`src/rtl/coin_vend_ctrl_pkg.sv`:
```
// Shared types and constants for the coin collector / vend controller.
// Coin codes, coin values, FSM states and 7-seg digit patterns.
package coin_vend_ctrl_pkg;

  typedef enum logic [1:0] {
    COIN_25  = 2'b00,
    COIN_50  = 2'b01,
    COIN_100 = 2'b10,
    COIN_BAD = 2'b11
  } coin_t;

  typedef enum logic [1:0] {
    IDLE,
    COLLECT,
    CHANGE
  } state_t;

  // active-low {g,f,e,d,c,b,a}
  localparam logic [6:0] SEG_0   = 7'b1000000;
  localparam logic [6:0] SEG_1   = 7'b1111001;
  localparam logic [6:0] SEG_2   = 7'b0100100;
  localparam logic [6:0] SEG_3   = 7'b0110000;
  localparam logic [6:0] SEG_4   = 7'b0011001;
  localparam logic [6:0] SEG_5   = 7'b0010010;
  localparam logic [6:0] SEG_6   = 7'b0000010;
  localparam logic [6:0] SEG_7   = 7'b1111000;
  localparam logic [6:0] SEG_8   = 7'b0000000;
  localparam logic [6:0] SEG_9   = 7'b0010000;
  localparam logic [6:0] SEG_OFF = 7'b1111111;

  function automatic int unsigned coin_value(
    input logic [1:0] c
  );
    int unsigned v;
    v = 0;
    case (c)
      COIN_25:  v = 25;
      COIN_50:  v = 50;
      COIN_100: v = 100;
      default:  v = 0;
    endcase
    return v;
  endfunction

  // Largest coin not exceeding the amount still owed.
  function automatic logic [1:0] chg_sel(
    input int unsigned amt
  );
    logic [1:0] c;
    c = COIN_25;
    if (amt >= 100)
      c = COIN_100;
    else if (amt >= 50)
      c = COIN_50;
    return c;
  endfunction

endpackage

```
`src/rtl/coin_vend_ctrl_if.sv`:
```
// Coin acceptor / hopper / display bundle of the vend controller.
// master = acceptor side driving coins, slave = the controller.
interface coin_vend_ctrl_if #(
  parameter int unsigned CREDIT_W = 8
);
  logic                coin_valid;
  logic [1:0]          coin;
  logic                vend_req;
  logic                cancel;
  logic                chg_ready;
  logic                done;
  logic                coin_rej;
  logic                chg_valid;
  logic [1:0]          chg_coin;
  logic                busy;
  logic [CREDIT_W-1:0] credit;
  logic [6:0]          seg_r;
  logic [6:0]          seg_t;
  logic [6:0]          seg_u;

  modport master (
    output coin_valid, coin, vend_req,
    output cancel, chg_ready,
    input  done, coin_rej, chg_valid,
    input  chg_coin, busy, credit,
    input  seg_r, seg_t, seg_u
  );

  modport slave (
    input  coin_valid, coin, vend_req,
    input  cancel, chg_ready,
    output done, coin_rej, chg_valid,
    output chg_coin, busy, credit,
    output seg_r, seg_t, seg_u
  );
endinterface

```
`src/rtl/coin_vend_ctrl_seg.sv`:
```
// BCD digit to active-low seven-segment pattern.
// Non-decimal codes blank the digit.
module sevenseg_dec
  import coin_vend_ctrl_pkg::*;
(
  input  logic [3:0] bcd,
  output logic [6:0] seg
);

  always_comb begin
    seg = SEG_OFF;
    case (bcd)
      4'd0:    seg = SEG_0;
      4'd1:    seg = SEG_1;
      4'd2:    seg = SEG_2;
      4'd3:    seg = SEG_3;
      4'd4:    seg = SEG_4;
      4'd5:    seg = SEG_5;
      4'd6:    seg = SEG_6;
      4'd7:    seg = SEG_7;
      4'd8:    seg = SEG_8;
      4'd9:    seg = SEG_9;
      default: seg = SEG_OFF;
    endcase
  end

endmodule

```
`src/rtl/coin_vend_ctrl.sv`:
```
// Coin collector / vend controller with change hopper handshake
// and an R.PP credit display.
module coin_vend_ctrl
  import coin_vend_ctrl_pkg::*;
#(
  parameter int unsigned PRICE      = 100,
  parameter int unsigned MAX_CREDIT = 200,
  parameter int unsigned CREDIT_W   = 8,
  parameter bit          AUTO_VEND  = 1'b1
) (
  input logic             clock,
  input logic             reset,
  coin_vend_ctrl_if.slave bus
);

  if ((PRICE % 25) != 0 || PRICE < 25 ||
      PRICE > MAX_CREDIT ||
      (MAX_CREDIT % 25) != 0 ||
      MAX_CREDIT > 999 ||
      MAX_CREDIT >= (1 << CREDIT_W)) begin : g_bad_cfg
    $error("coin_vend_ctrl: bad price/credit config");
  end

  localparam logic [CREDIT_W:0] MAX_W =
    (CREDIT_W+1)'(MAX_CREDIT);
  localparam logic [CREDIT_W-1:0] PRICE_W =
    CREDIT_W'(PRICE);

  state_t              state;
  logic [CREDIT_W-1:0] credit_q;
  logic [CREDIT_W-1:0] remain_q;
  logic                done_q;
  logic                rej_q;
  logic                chg_valid_q;
  logic [1:0]          chg_coin_q;
  logic                busy_q;

  logic [CREDIT_W-1:0] coin_val;
  logic [CREDIT_W:0]   sum;
  logic [CREDIT_W-1:0] vend_rem;
  logic [CREDIT_W-1:0] rem_left;
  logic                can_vend;
  logic                do_cancel;
  logic                coin_ok;

  assign coin_val = CREDIT_W'(coin_value(bus.coin));
  assign sum      = {1'b0, credit_q} + {1'b0, coin_val};
  assign vend_rem = credit_q - PRICE_W;
  assign rem_left = remain_q -
    CREDIT_W'(coin_value(chg_coin_q));

  assign can_vend  = (credit_q >= PRICE_W) &&
                     (AUTO_VEND || bus.vend_req);
  assign do_cancel = bus.cancel && (credit_q != '0);

  // A cancel request always outranks a coin, even with no credit.
  assign coin_ok = bus.coin_valid &&
                   (bus.coin != COIN_BAD) &&
                   !bus.cancel && !can_vend &&
                   (sum <= MAX_W);

  always_ff @(posedge clock) begin
    if (reset) begin
      state       <= IDLE;
      credit_q    <= '0;
      remain_q    <= '0;
      done_q      <= 1'b0;
      rej_q       <= 1'b0;
      chg_valid_q <= 1'b0;
      chg_coin_q  <= COIN_25;
      busy_q      <= 1'b0;
    end else begin
      done_q <= 1'b0;
      rej_q  <= 1'b0;
      case (state)
        IDLE, COLLECT: begin
          rej_q <= bus.coin_valid && !coin_ok;
          if (do_cancel) begin
            remain_q    <= credit_q;
            credit_q    <= '0;
            state       <= CHANGE;
            chg_valid_q <= 1'b1;
            busy_q      <= 1'b1;
            chg_coin_q  <= chg_sel(32'(credit_q));
          end else if (can_vend) begin
            done_q   <= 1'b1;
            credit_q <= '0;
            remain_q <= vend_rem;
            if (vend_rem != '0) begin
              state       <= CHANGE;
              chg_valid_q <= 1'b1;
              busy_q      <= 1'b1;
              chg_coin_q  <= chg_sel(32'(vend_rem));
            end else begin
              state <= IDLE;
            end
          end else if (coin_ok) begin
            credit_q <= sum[CREDIT_W-1:0];
            state    <= COLLECT;
          end
        end
        CHANGE: begin
          rej_q <= bus.coin_valid;
          if (bus.chg_ready) begin
            remain_q <= rem_left;
            if (rem_left == '0) begin
              state       <= IDLE;
              chg_valid_q <= 1'b0;
              busy_q      <= 1'b0;
            end else begin
              chg_coin_q <= chg_sel(32'(rem_left));
            end
          end
        end
        default: state <= IDLE;
      endcase
    end
  end

  assign bus.done      = done_q;
  assign bus.coin_rej  = rej_q;
  assign bus.chg_valid = chg_valid_q;
  assign bus.chg_coin  = chg_coin_q;
  assign bus.busy      = busy_q;
  assign bus.credit    = credit_q;

  logic [31:0] cv;
  logic [3:0]  d_r;
  logic [3:0]  d_t;
  logic [3:0]  d_u;

  assign cv  = 32'(credit_q);
  assign d_r = 4'(cv / 100);
  assign d_t = 4'((cv % 100) / 10);
  assign d_u = 4'(cv % 10);

  sevenseg_dec u_seg_r (.bcd(d_r), .seg(bus.seg_r));
  sevenseg_dec u_seg_t (.bcd(d_t), .seg(bus.seg_t));
  sevenseg_dec u_seg_u (.bcd(d_u), .seg(bus.seg_u));

endmodule

```
`src/flat_wrapper.sv`:
```
// flat-port wrapper written by rule: the top's interface ports become plain ports
module coin_vend_ctrl_flat import coin_vend_ctrl_pkg::*;
#(
  parameter int unsigned PRICE      = 100,
  parameter int unsigned MAX_CREDIT = 200,
  parameter int unsigned CREDIT_W   = 8,
  parameter bit          AUTO_VEND  = 1'b1
)
  (clock, reset, bus_coin_valid, bus_coin, bus_vend_req, bus_cancel, bus_chg_ready, bus_done, bus_coin_rej, bus_chg_valid, bus_chg_coin, bus_busy, bus_credit, bus_seg_r, bus_seg_t, bus_seg_u);
  coin_vend_ctrl_if #(.CREDIT_W(CREDIT_W)) bus_i ();
  input logic clock;
  input logic reset;
  input wire logic [$bits(bus_i.coin_valid)-1:0] bus_coin_valid;
  input wire logic [$bits(bus_i.coin)-1:0] bus_coin;
  input wire logic [$bits(bus_i.vend_req)-1:0] bus_vend_req;
  input wire logic [$bits(bus_i.cancel)-1:0] bus_cancel;
  input wire logic [$bits(bus_i.chg_ready)-1:0] bus_chg_ready;
  output wire logic [$bits(bus_i.done)-1:0] bus_done;
  output wire logic [$bits(bus_i.coin_rej)-1:0] bus_coin_rej;
  output wire logic [$bits(bus_i.chg_valid)-1:0] bus_chg_valid;
  output wire logic [$bits(bus_i.chg_coin)-1:0] bus_chg_coin;
  output wire logic [$bits(bus_i.busy)-1:0] bus_busy;
  output wire logic [$bits(bus_i.credit)-1:0] bus_credit;
  output wire logic [$bits(bus_i.seg_r)-1:0] bus_seg_r;
  output wire logic [$bits(bus_i.seg_t)-1:0] bus_seg_t;
  output wire logic [$bits(bus_i.seg_u)-1:0] bus_seg_u;
  assign bus_i.coin_valid = bus_coin_valid;
  assign bus_i.coin = bus_coin;
  assign bus_i.vend_req = bus_vend_req;
  assign bus_i.cancel = bus_cancel;
  assign bus_i.chg_ready = bus_chg_ready;
  assign bus_done = bus_i.done;
  assign bus_coin_rej = bus_i.coin_rej;
  assign bus_chg_valid = bus_i.chg_valid;
  assign bus_chg_coin = bus_i.chg_coin;
  assign bus_busy = bus_i.busy;
  assign bus_credit = bus_i.credit;
  assign bus_seg_r = bus_i.seg_r;
  assign bus_seg_t = bus_i.seg_t;
  assign bus_seg_u = bus_i.seg_u;
  coin_vend_ctrl #(.PRICE(PRICE), .MAX_CREDIT(MAX_CREDIT), .CREDIT_W(CREDIT_W), .AUTO_VEND(AUTO_VEND)) u_core (.clock(clock), .reset(reset), .bus(bus_i));
endmodule
```
`config.mk`:
```
export PLATFORM = sky130hd
export DESIGN_NAME = coin_vend_ctrl_flat
export DESIGN_NICKNAME = d
export VERILOG_FILES = /design/src/rtl/coin_vend_ctrl_pkg.sv /design/src/rtl/coin_vend_ctrl_if.sv /design/src/rtl/coin_vend_ctrl_seg.sv /design/src/rtl/coin_vend_ctrl.sv /design/src/flat_wrapper.sv
export SDC_FILE = /design/constraint.sdc
export NUM_CORES = 1
export LEC_CHECK = 0
export CORE_UTILIZATION = 30
export DETAILED_ROUTE_END_ITERATION = 8
export PLACE_DENSITY = 0.55
export SLEW_MARGIN = 25
export SYNTH_ARGS = -nofsm -noshare
export SYNTH_HDL_FRONTEND = slang
export SYNTH_SLANG_ARGS = --single-unit
```
`constraint.sdc`:
```
create_clock -name clock -period 9.7 [get_ports clock]
set_input_delay 1.94 -clock clock [delete_from_list [all_inputs] [get_ports clock]]
set_output_delay 1.94 -clock clock [all_outputs]
set_load 0.005 [all_outputs]
```
==> results.tsv, run 1 <==
metric	value	unit
final core occ	0.3527	
area leader, netlist	ha_1	
Final ANT Viol Nets	0	
adder-cell share of the synthesized area	0.1436	
Starting Density	0.3087	
Peak VDD IR	0.00008692	V
largest family of logic cells by synthesized area	compound AO/OA/AOI/OAI gates	
Syn. warnings	0	
layout cells sized above 1	0.07934	
simple-gate share of the synthesized area	0.2473	
postcts setup bufs	0	
post-DR wirelength/cell	14.74	microns
Place WS	1.670	ns
CTS tree	built	
Fillers	1532	
first-iteration detailed-routing DRC count	191	
reg2reg path depth	10	
Clock Latency Late Sink	0.26	ns
slowest cell on the critical path	dfxtp_1	
arrival time at the worst endpoint	6.43	ns
htree depth	1	
GRT overflow	0	
Reg2Reg Launch Point	u_core.bus.credit[2]	
area of the multi-input gates	0.003531	sq mm
RD Place Congestion	0.8320	
Die Ht	121.5	microns
max incr delay on CP	0.60	ns
Worst Setup SP	u_core.bus.credit[3]	
die width	121.5	microns
sequential cell area	460.4	sq um
synth top area cells	ha_1 (13%), dfxtp_1 (11%), a21oi_1 (5.8%)	
Nets	662	
relative slew slack	0.3035	
mux contribution to synthesized area	0.02394	
area grow syn2layout	14.25	%
worst hold slack	0.4579	ns
WL final	11.57	mm
CP required	7.76	ns
CP max FO	22	
num rows	43	
full die area	0.01477	sq mm
prevailing post-synth register cell	dfxtp_1	
kind of critical path	flop to output pin	
post-synthesis async set-or-reset flop share	0	
XOR/XNOR Fraction of Synth Area	0.06453	
Hold Fails Final Rpt	0	
Post-Synthesis Cells	582	
post-synth net total	638	
vias in the first global route	4189	
Yosys top cell area share	0.1343	
Tcrit/Tclk final	0.8631	
IO buf count	40	
pin count of the biggest net entering global routing	29	
Worst-path clk slew	0.06	ns
clk sink count	23	
Post-CTS Hold Buffers	0	
CP endpoint kind	output pin	
Core Area	0.01388	sq mm
reg-to-reg endpoint	u_core.bus.credit[1]	
Ant. Diodes	0	
setup ws final	1.328	ns
HP Class	flop to flop	
number of flops mapped to enable cells by yosys	0	
most frequent cell after synthesis	nand2_1	
CTS buffer count	3	
initial antenna violation count	0	
outcome	finished, final reports clean	
Max Freq	119.4	MHz
Worst Setup EP	bus_seg_t[5]	
Final TNS setup	0	ns
DPL Wire Length	8.709	mm
drc violations	0	
Power Dens Cells	96.07	mW/mm^2
Tmin final	8.372	ns
unrepaired setup endpoints after global routing	false	
Longest Clk Path Bufs	2	
Vias/cell	5.575	
first-pass GRT wire length	19.43	mm
Worst Max-Slew Pin Slew	1.043	ns
CTS resizes	0	
First-pass DRT Iterations	4	
CP Cell Sequence	ha_1, nor3_2, nor2_1, ha_1, nand4b_1, a32oi_1, a211o_2, xor2_2, mux2_1, o32a_1, xnor2_2, o21ai_1, a32oi_1, or3b_4, and2_1, ha_1, or2_2, a31oi_1, clkdlybuf4s50_1	
vias	4376	
Leakage	0.001843	uW
Seq/Total Area, Yosys	0.1074	
I/O pins	43	
Yosys reg bits	23	
synth cell count leaders	nand2_1 (66), a21oi_1 (50), ha_1 (46)	
compound-cell area share of the yosys netlist	0.3436	
Synth Cell Area	0.004285	sq mm
flop2flop setup slack	6.20	ns
Final Max Tran Viols	0	
root buf cell	clkbuf_16	
Setup Skew	0.005883	ns
Worst Setup Start Kind	flop	
syn_area_per_cell	7.363	sq um
GRT Util Overall	0.1591	
maxcap violations	0	
post-synth cell types	93	
Most common cell on crit path	ha_1	
endpoints failing setup	0	
-- registers in the layout (all words and copies together), names as in the netlist --
| signal | flops |
|---|---|
| u_core.remain_q | 8 |
| u_core.bus.coin_rej | 1 |
| u_core.bus.chg_valid | 1 |
| u_core.bus.done | 1 |
| u_core.bus.credit | 8 |
| u_core.state | 2 |
| u_core.bus.chg_coin | 2 |
-- layout by cell type (no fill, tap or decap), drive strengths merged, types with 9 or more instances in the layout --
cell,count
nand2,66
a21oi,51
ha,46
nor2,43
clkdlybuf4s50,40
inv,34
o21ai,25
nand3,24
dfxtp,23
xnor2,20
o211ai,18
nor3,15
a31oi,14
nand2b,12
a21o,10
buf,9
xor2,9
-- logic make-up (layout without fill, tap and decap cells) --
group / count (synthesis) / in the layout
compound gates: 198 / 198
mux: 9 / 9
xor+xnor: 29 / 29
fa+ha+maj: 48 / 48
buf+inv: 65 / 88
simple gates: 209 / 209
flops: 23 / 23
other cells: 1 / 1
-- power breakdown --
part	leakage, uW	internal, uW	total [uW]	switching, uW
logic	0.00161	124	270	146
registers	0.000187	102	111	9.14
clock network	0.0000409	55.5	89.6	34.2
-- area by class of cell --
class / count / share of cell area
Sequential cell: 23 / 0.09405
Clock inverter: 1 / 0.001022
Clock buffer: 3 / 0.01533
Timing Repair Buffer: 49 / 0.09558
Multi-Input combinational cell: 494 / 0.7212
Tap cell: 180 / 0.04600
Inverter: 35 / 0.02683
-- how the worst min path moves through the flow --
stage	start	to	slack (ns)	depth (start not counted)
after floorplan	u_core.remain_q[0]	u_core.remain_q[0]	0.43	2
after detailed placement	u_core.remain_q[0]	u_core.remain_q[0]	0.45	2
final	u_core.remain_q[0]	u_core.remain_q[0]	0.46	2
after global routing	u_core.remain_q[4]	u_core.remain_q[4]	0.48	2
after CTS	u_core.remain_q[0]	u_core.remain_q[0]	0.46	2
after global placement	u_core.remain_q[0]	u_core.remain_q[0]	0.44	2
-- critical path: cells and delay by family (launching register included) --
family          cells  cell delay, ns
simple gates        6            1.66
compound gates      6            1.57
fa+ha+maj           3            1.00
flops               1            0.60
buf+inv             1            0.52
xor+xnor            2            0.44
mux                 1            0.38
-- metrics by stage --
stage          power [uW]  instance area [sq um]  cells
3_3_place_gp        377.5                   4816    781
6_report            470.3                   4896    785
4_1_cts             472.8                   4896    785
2_1_floorplan       296.2                   4285    582
5_1_grt             506.9                   4896    785
3_5_place_dp        381.4                   4816    781
-- metal layers --
layer / track usage / share of wire / wire length, microns
met1: 0.2071 / 0.48 / 5581
met2: 0.2756 / 0.47 / 5455
met3: 0.009868 / 0.029 / 332
met4: 0.05633 / 0.017 / 198
met5: 0 / 0 / 0
Note: power is estimated with default switching activity, not from simulation.
==> inputs of run 2 (changes only) <==
- CELL_PAD_IN_SITES_DETAIL_PLACEMENT: unset -> 0
- CELL_PAD_IN_SITES_GLOBAL_PLACEMENT: unset -> 1
- DONT_BUFFER_PORTS: unset -> 1
- HOLD_SLACK_MARGIN: unset -> 0.05
- PLACE_DENSITY: 0.55 -> 0.63
==> results.tsv, run 2 (synthesis gave the netlist of run 1 again) <==
metric	value	unit	change
area of the multi-input gates	0.003536	sq mm	+0.14%
top sig layer	met4		
Longest Clk Path Bufs	2		unchanged
initial antenna violation count	0		unchanged
sequential cell area	460.4	sq um	unchanged
Reg2Reg Launch Point	u_core.bus.chg_coin[0]		
I/O pins	43		unchanged
placed insts	740		-5.2%
postcts setup bufs	0		unchanged
htree depth	1		unchanged
Hold Fails Final Rpt	0		unchanged
setup ws final	1.794	ns	+0.4659 ns
GRT Util Overall	0.1602		+0.001160
maxcap violations	0		unchanged
pin count of the biggest net entering global routing	29		unchanged
relative slew slack	0.4131		+0.1096
num rows	43		unchanged
Tmin final	7.906	ns	-0.4659 ns
outcome	finished, final reports clean		
CP required	7.76	ns	about the same
root buf cell	clkbuf_16		
die width	121.5	microns	unchanged
CTS buffer count	3		unchanged
GRT overflow	0		unchanged
commonest cells after routing, fill and taps aside	nand2_1 (66), a21oi_1 (50), ha_1 (46), nor2_1 (42), inv_1 (32)		
flop2flop setup slack	6.15	ns	-0.05 ns
Vias/cell	5.663		+1.6%
Hold Startpoint	u_core.remain_q[0]		
CTS resizes	0		unchanged
CTS tree	built		
clk sink count	23		unchanged
Clock Latency Late Sink	0.26	ns	about the same
Final Max Tran Viols	0		unchanged
unrepaired setup endpoints after global routing	false		
Layout Cells excl Fill	744		-5.2%
vias	4213		-3.7%
IO buf count	0		-100%
vias in the first global route	3962		-5.4%
worst hold slack	0.4486	ns	-0.009319 ns
Final ANT Viol Nets	0		unchanged
DRT met1 WL	5.672	mm	+1.6%
first-pass GRT wire length	19.41	mm	-0.11%
full die area	0.01477	sq mm	unchanged
Power Total	427.3	uW	-9.1%
most common cell after layout, fill and taps aside	nand2_1		
kind of critical path	flop to output pin		
layout cells sized above 1	0.08511		+0.005768
WL final	11.88	mm	+2.7%
Core Area	0.01388	sq mm	unchanged
RD Place Congestion	0.8332		+0.14%
Fillers	1539		+0.46%
reg-to-reg endpoint	u_core.bus.chg_coin[0]		
DPL Wire Length	8.772	mm	+0.72%
First-pass DRT Iterations	4		unchanged
Post-CTS Hold Buffers	0		unchanged
CP max FO	25		+14%
Worst Max-Slew Pin Slew	0.8729	ns	-0.1704 ns
area grow syn2layout	4.847	%	
Die Ht	121.5	microns	unchanged
Final TNS setup	0	ns	unchanged
Power Dens Cells	95.11	mW/mm^2	-1.0%
Hold EP	u_core.remain_q[0]		
Nets	621		-6.2%
Starting Density	0.3087		unchanged
Tcrit/Tclk final	0.8151		-0.04803
Place WS	2.105	ns	+0.4354 ns
Worst Hold Depth	2		unchanged
Worst-path clk slew	0.06	ns	about the same
post-DR wirelength/cell	15.97	microns	+8.3%
CP endpoint kind	output pin		
endpoints failing setup	0		unchanged
Peak VDD IR	0.00005346	V	-38%
Setup Skew	0.002138	ns	-0.003745 ns
HP Class	flop to flop		
first-iteration detailed-routing DRC count	181		-5.2%
Leakage	0.001697	uW	-7.9%
Worst Setup SP	u_core.bus.credit[4]		
Ant. Diodes	0		unchanged
Worst Setup Start Kind	flop		
arrival time at the worst endpoint	5.97	ns	-0.46 ns
met3 WL	461	microns	+39%
met2 WL post-DR	5.672	mm	+4.0%
reg2reg path depth	15		+5
Max Freq	126.5	MHz	+5.9%
drc violations	0		unchanged
-- run 2: cell types whose count changed in the layout (fill, tap and decap cells not counted) --
cell             delta
o31ai_1             -1
buf_4               -1
o31ai_2             +1
clkdlybuf4s50_1    -40
-- run 2: cell type report --
type / instances / share of cell area
flip-flops and latches: 23 / 0.1025
clock buffers: 3 / 0.01671
clock inverters: 1 / 0.001114
well taps: 180 / 0.05013
inverters: 35 / 0.02924
repair buffers: 8 / 0.01337
multi-input cells: 494 / 0.7870
-- run 2: worst max path at each step --
stage                   endpoint  slack (ns)  cells after the start
floorplan           bus_seg_t[5]        2.63                     21
global placement    bus_seg_t[5]        2.13                     20
detailed placement  bus_seg_t[5]        2.11                     20
CTS                 bus_seg_t[5]        1.79                     20
global route        bus_seg_t[5]        1.40                     20
finish              bus_seg_t[5]        1.79                     20
-- run 2: per-layer routing --
metal,up-vias,track usage
li1,2103,-
met1,2023,0.2139
met2,83,0.2766
met3,4,0.01739
met4,0,0.03241
met5,-,0
-- run 2: report_power, final --
part	total [uW]	leakage, uW	internal [uW]	switching [uW]
clock	89.5	0.0000409	55.5	34.1
combinational	229	0.00147	88.0	141
sequential	109	0.000187	102	7.25
total	427	0.00170	245	182
-- run 2: worst max-delay path, stage by stage, from the launching register on --
cell and delay, ns:
dfxtp_1 0.31, buf_4 0.32, inv_1 0.10, ha_1 0.30, nor3_2 0.41, nor2_1 0.08
ha_1 0.32, nand4b_1 0.26, a32oi_1 0.47, a211o_2 0.23, xor2_2 0.22, mux2_1 0.37
o32a_1 0.28, nor2_1 0.22, a31oi_1 0.13, a211oi_2 0.55, nand2_1 0.19, and2_1 0.24
ha_1 0.19, or2_2 0.29, a31oi_1 0.20
-- run 2: stage by stage --
step | util | area (sq um)
finish | 0.3237 | 4493
global route | 0.3237 | 4493
CTS | 0.3237 | 4493
detailed placement | 0.3179 | 4413
global placement | 0.3176 | 4408
floorplan | - | 4285
==> inputs of run 3 (changes only) <==
- clock period: 9.7 -> 7.9 ns (I/O delays scaled with it)
==> results.tsv, run 3 (synthesis gave the netlist of run 1 again) <==
metric	value	unit	change
IO buf count	0		unchanged
endpoints failing setup	0		unchanged
Fillers	1508		-2.0%
die width	121.5	microns	unchanged
Worst Hold Depth	2		unchanged
WL final	11.76	mm	-1.0%
CTS buffer count	3		unchanged
Longest Clk Path Bufs	2		unchanged
Worst Max-Slew Pin Slew	0.9188	ns	+0.04590 ns
dpl cell area	0.004431	sq mm	+0.40%
Tmin final	7.408	ns	
flop2flop setup slack	4.41	ns	-1.74 ns
CTS resizes	0		unchanged
reg-to-reg endpoint	u_core.bus.chg_coin[0]		
maxcap violations	0		unchanged
CTS tree	built		
commonest cells after routing, fill and taps aside	nand2_1 (66), a21oi_1 (50), ha_1 (46), nor2_1 (42), inv_1 (32)		
setup ws final	0.4922	ns	-1.301 ns
Worst Setup Start Kind	flop		
Final TNS setup	0	ns	unchanged
Final ANT Viol Nets	0		unchanged
area grow syn2layout	5.226	%	
full die area	0.01477	sq mm	unchanged
Max Freq	135.0	MHz	
drc violations	0		unchanged
HP Class	flop to flop		
postcts setup bufs	0		unchanged
vias in the first global route	4006		+1.1%
I/O pins	43		unchanged
DPL Wire Length	8.748	mm	-0.27%
htree depth	1		unchanged
num rows	43		unchanged
vias	4171		-1.0%
Post-CTS Hold Buffers	0		unchanged
root buf cell	clkbuf_16		
Setup Skew	0.003698	ns	+0.001560 ns
Die Ht	121.5	microns	unchanged
relative slew slack	0.3822		-0.03086
Peak VDD IR	0.00009566	V	+79%
post-route cell area	0.004509	sq mm	+0.36%
Clock Latency Late Sink	0.26	ns	about the same
outcome	finished, final reports clean		
Hold EP	u_core.remain_q[0]		
CP endpoint kind	output pin		
initial antenna violation count	0		unchanged
clk sink count	23		unchanged
pin count of the biggest net entering global routing	29		unchanged
Starting Density	0.3087		unchanged
most common cell after layout, fill and taps aside	nand2_1		
CP required	6.32	ns	-1.44 ns
CP max FO	15		-40%
Hold Startpoint	u_core.remain_q[0]		
reg2reg path depth	15		unchanged
arrival time at the worst endpoint	5.83	ns	-0.14 ns
Final Max Tran Viols	0		unchanged
Hold Fails Final Rpt	0		unchanged
Reg2Reg Launch Point	u_core.bus.chg_coin[0]		
kind of critical path	flop to output pin		
GRT Util Overall	0.1603		about the same
layout cells sized above 1	0.08642		+0.001313
Worst-path clk slew	0.06	ns	about the same
placed insts	743		+0.41%
Tcrit/Tclk final	0.9377		
First-pass DRT Iterations	4		unchanged
first-pass GRT wire length	19.60	mm	+0.99%
GRT overflow	0		unchanged
Worst Setup SP	u_core.bus.credit[4]		
Nets	624		+0.48%
RD Place Congestion	0.7944		-4.7%
Layout Cells excl Fill	747		+0.40%
Power Dens Cells	116.5	mW/mm^2	+22%
unrepaired setup endpoints after global routing	false		
Power Total	525.3	uW	+23%
Leakage	0.001706	uW	+0.50%
first-iteration detailed-routing DRC count	196		+8.3%
post-DR wirelength/cell	15.74	microns	-1.4%
Place WS	0.9123	ns	-1.193 ns
Ant. Diodes	0		unchanged
Vias/cell	5.584		-1.4%
Core Area	0.01388	sq mm	unchanged
-- run 3: cell count changes in the layout (fill, tap and decap cells not counted), sizes merged --
cell	change
buf	+3
clkbuf	+1
clkinv	-1
-- run 3: through the flow --
step                hold slack [ns]  utilization
global route                 0.4792       0.3249
finish                       0.4481       0.3249
global placement             0.4346       0.3192
CTS                          0.4563       0.3249
detailed placement           0.4473       0.3192
floorplan                    0.4319            -
-- run 3: area by class of cell --
cell class | instances | area, sq um | area share
multi-input cells | 494 | 3531 | 0.7830
repair buffers | 11 | 82.58 | 0.01831
well taps | 180 | 225.2 | 0.04994
inverters | 35 | 131.4 | 0.02913
flip-flops and latches | 23 | 460.4 | 0.1021
clock buffers | 4 | 78.83 | 0.01748
-- run 3: worst max-delay path by stage --
stage,endpoint,slack (ns),cells after the start
2_1_floorplan,bus_seg_t[5],1.19,21
3_3_place_gp,bus_seg_t[5],0.91,20
3_5_place_dp,bus_seg_t[5],0.91,20
4_1_cts,bus_seg_t[5],0.58,20
5_1_grt,bus_seg_t[5],0.05,20
6_report,bus_seg_t[5],0.49,20
-- run 3: metal layers --
layer / up-vias / routed length (microns) / GRT usage
met4: 0 / 50 / 0.02469
met3: 5 / 424 / 0.01269
met5: - / 0 / 0
li1: 2114 / - / -
met1: 1966 / 5781 / 0.2168
met2: 86 / 5502 / 0.2802
-- run 3: critical path, cell delays in order, from the launching register on --
cell and delay (ns):
dfxtp_1 0.32, inv_1 0.04, buf_4 0.19, ha_1 0.31
nor3_2 0.43, nor2_1 0.09, ha_1 0.32, nand4b_1 0.25
a32oi_1 0.47, a211o_2 0.22, xor2_2 0.22, mux2_1 0.37
o32a_1 0.27, nor2_1 0.23, a31oi_1 0.14, a211oi_2 0.56
nand2_1 0.19, and2_1 0.25, ha_1 0.20, or2_2 0.29
a31oi_1 0.21
-- run 3: where the power goes --
group,internal (uW),total [uW],switching (uW)
clock network,68.8,109,40.4
logic,109,282,173
registers,125,134,8.98
total,302,525,223
==> RTL change, RTL diff (config.mk and constraints of run 2) <==
Make the reset (`reset`) asynchronous in one clocked block.
--- a/src/rtl/coin_vend_ctrl.sv
+++ b/src/rtl/coin_vend_ctrl.sv
@@ -59,7 +59,7 @@
                    !bus.cancel && !can_vend &&
                    (sum <= MAX_W);
 
-  always_ff @(posedge clock) begin
+  always_ff @(posedge clock or posedge reset) begin
     if (reset) begin
       state       <= IDLE;
       credit_q    <= '0;
Behaviour: differs if reset is asserted again (counterexample within 4 cycles, from zero or initial values and one cycle with reset high); with reset held inactive, the same outputs for 4 cycles.
==> RTL change against run 2 <==
Setup slack better by 0.22 ns; via count is 5.6% lower; core utilization is 0.35 points higher; final area is 2.4% lower; sequential cell count stayed put; die area is 2.3% lower; wire length is 8.0% lower; critical path depth is 1 higher; synthesized area is 2.4% lower; critical path type unchanged; critical endpoint is now bus_seg_t[6].
Power is left out: the tool's default activity adds up to more than one toggle a clock period on the data nets, which glitch-free logic cannot reach.
==> RTL change: results (changes against run 2) <==
| Metric | Value |
|---|---|
| Status | finished, final reports clean |
| XOR/XNOR Fraction of Synth Area | 6.67% (+0.22 points) |
| Area contributors post-synth | dfrtp_1 (14%), ha_1 (14%), nand2_1 (6.1%), a21oi_1 (5.7%), o21ai_0 (5.1%) |
| Post-synth ARST share | 100% (+100 points) |
| Largest net degree at the start of global routing | 31 (+6.9%) |
| CP Data Arrival Time | 5.75 ns (-0.22 ns) |
| Initial antenna violation count | 0 (unchanged) |
| Fin nets | 607 (-2.3%) |
| H-tree levels | 1 (unchanged) |
| Worst-Skew Late Latency | 0.26 ns (about the same) |
| Min-delay worst type | flip-flop to flip-flop |
| Adder-cell share of the synthesized area | 15.2% (+0.83 points) |
| Post_cts resized | 0 (unchanged) |
| Clock root cell | clkbuf_16 |
| First-pass GRT wire length | 18500 um (-4.7%) |
| Initial DRC count | 172 (-5.0%) |
| GRT Util Overall | 15.4% (-0.60 points) |
| Synthesized Nets | 626 (-1.9%) |
| Ys flop type | dfrtp_1 |
| Antenna Cells | 0 (unchanged) |
| Drt first pass iters | 4 (unchanged) |
| Worst Path Max Fanout | 17 (-32%) |
| Compound-cell area share of the yosys netlist | 31.6% (-2.8 points) |
| Register area share after synthesis | 13.8% (+3.0 points) |
| WL final | 10900 um (-8.0%) |
| RePlAce Congestion | 0.797 (-4.4%) |
| Vias in the first global route | 3684 (-7.0%) |
| Slew @ Worst Pin | 0.904 ns (+0.0314 ns) |
| Mux cell area share after synthesis | 2.42% (+0.029 points) |
| DR vias | 3976 (-5.6%) |
| Synth top cells by count | nand2_1 (68), a21oi_1 (48), ha_1 (46) |
| Layout cell share with drive strength beyond 1 | 6.91% (-1.6 points) |
| Number of CTS-inserted buffers | 3 (unchanged) |
| Postcts setup bufs | 0 (unchanged) |
| Port bufs | 0 (unchanged) |
| Worst R2R Setup Slack | 5.94 ns (-0.21 ns) |
| Ys Warns | 0 (unchanged) |
| Synth unique cells | 82 (-12%) |
| Worst clock skew | 0.00333 ns (+0.00119 ns) |
| Clock slew at reported path FFs | 0.06 ns (about the same) |
| Max clock buf depth | 2 (unchanged) |
| Dpl hpwl | 8350 um (-4.8%) |
[RTL change: cell count changes in the layout (fill, tap and decap cells not counted), moves of 4 or more]
cell,delta
a31oi_1,-5
and2_1,+9
dfrtp_1,+23
dfxtp_1,-23
mux2i_1,+5
nand2b_1,-5
nand3_1,-9
nor3_1,-8
o211ai_1,-11
o21ai_0,+22
o22ai_1,+4
or4_1,+5
xnor2_1,+4
[RTL change: kinds of logic (layout without fill, tap and decap cells)]
family / after synthesis / after routing
flops: 23 / 23
xor+xnor: 31 / 31
mux: 10 / 10
simple gates: 198 / 198
other cells: 1 / 1
compound gates: 191 / 191
buf+inv: 66 / 46
fa+ha+maj: 50 / 50
[RTL change: worst max-delay path: stages (launching register included)]
cell      delay, ns
dfrtp_1        0.70
inv_1          0.28
ha_1           0.33
nor3_2         0.38
nor2_1         0.08
ha_1           0.27
nand2b_1       0.16
o31ai_1        0.27
and2_1         0.30
o41ai_2        0.12
buf_4          0.20
o22ai_1        0.20
a22oi_2        0.20
or4_1          0.45
nand2_1        0.31
o22ai_1        0.14
o21ai_0        0.28
nand2_1        0.17
inv_1          0.11
ha_1           0.14
nor2_1         0.06
a221oi_2       0.33
[RTL change: layer usage]
metal / GRT usage [%] / share of wire (%)
met2: 27.0 / 48
met1: 21.0 / 48
met3: 1.14 / 2.7
met5: 0 / 0
met4: 2.11 / 0.75
[RTL change: final timing paths]
check                      cells after the start                               start                                  to
max reg2reg                                   16  u_core.bus.chg_coin[1]$_DFFE_PP0P_  u_core.bus.chg_coin[0]$_DFFE_PP0P_
max in group asynchronous                      1                               reset      u_core.remain_q[6]$_DFFE_PP0P_
max                                           21    u_core.bus.credit[4]$_DFFE_PP0P_                        bus_seg_t[6]
min                                            2      u_core.remain_q[6]$_DFFE_PP0P_      u_core.remain_q[6]$_DFFE_PP0P_
min in group asynchronous                      1                               reset         u_core.state[0]$_DFFE_PP0P_
min reg2reg                                    2      u_core.remain_q[6]$_DFFE_PP0P_      u_core.remain_q[6]$_DFFE_PP0P_
[RTL change: through the flow]
stage / cells / worst slack, ns / utilization (%) / area, um2 / hold slack (ns)
after CTS: 726 / 2.00 / 32.7 / 4380 / 0.510
after floorplan: 570 / 3.10 / - / 4180 / 0.456
after global placement: 722 / 2.33 / 32.1 / 4310 / 0.486
after detailed placement: 722 / 2.29 / 32.1 / 4310 / 0.496
final: 726 / 2.01 / 32.7 / 4380 / 0.504
after global routing: 726 / 1.43 / 32.7 / 4380 / 0.541
[RTL change: cell type report]
| cell class | count | area, um2 |
|---|---|---|
| inverter | 35 | 131 |
| timing repair buffer | 7 | 52.6 |
| fill | 1454 | 9020 |
| clock buffer | 4 | 78.8 |
| sequential | 23 | 576 |
| tap | 176 | 220 |
| multi-input combinational | 481 | 3330 |
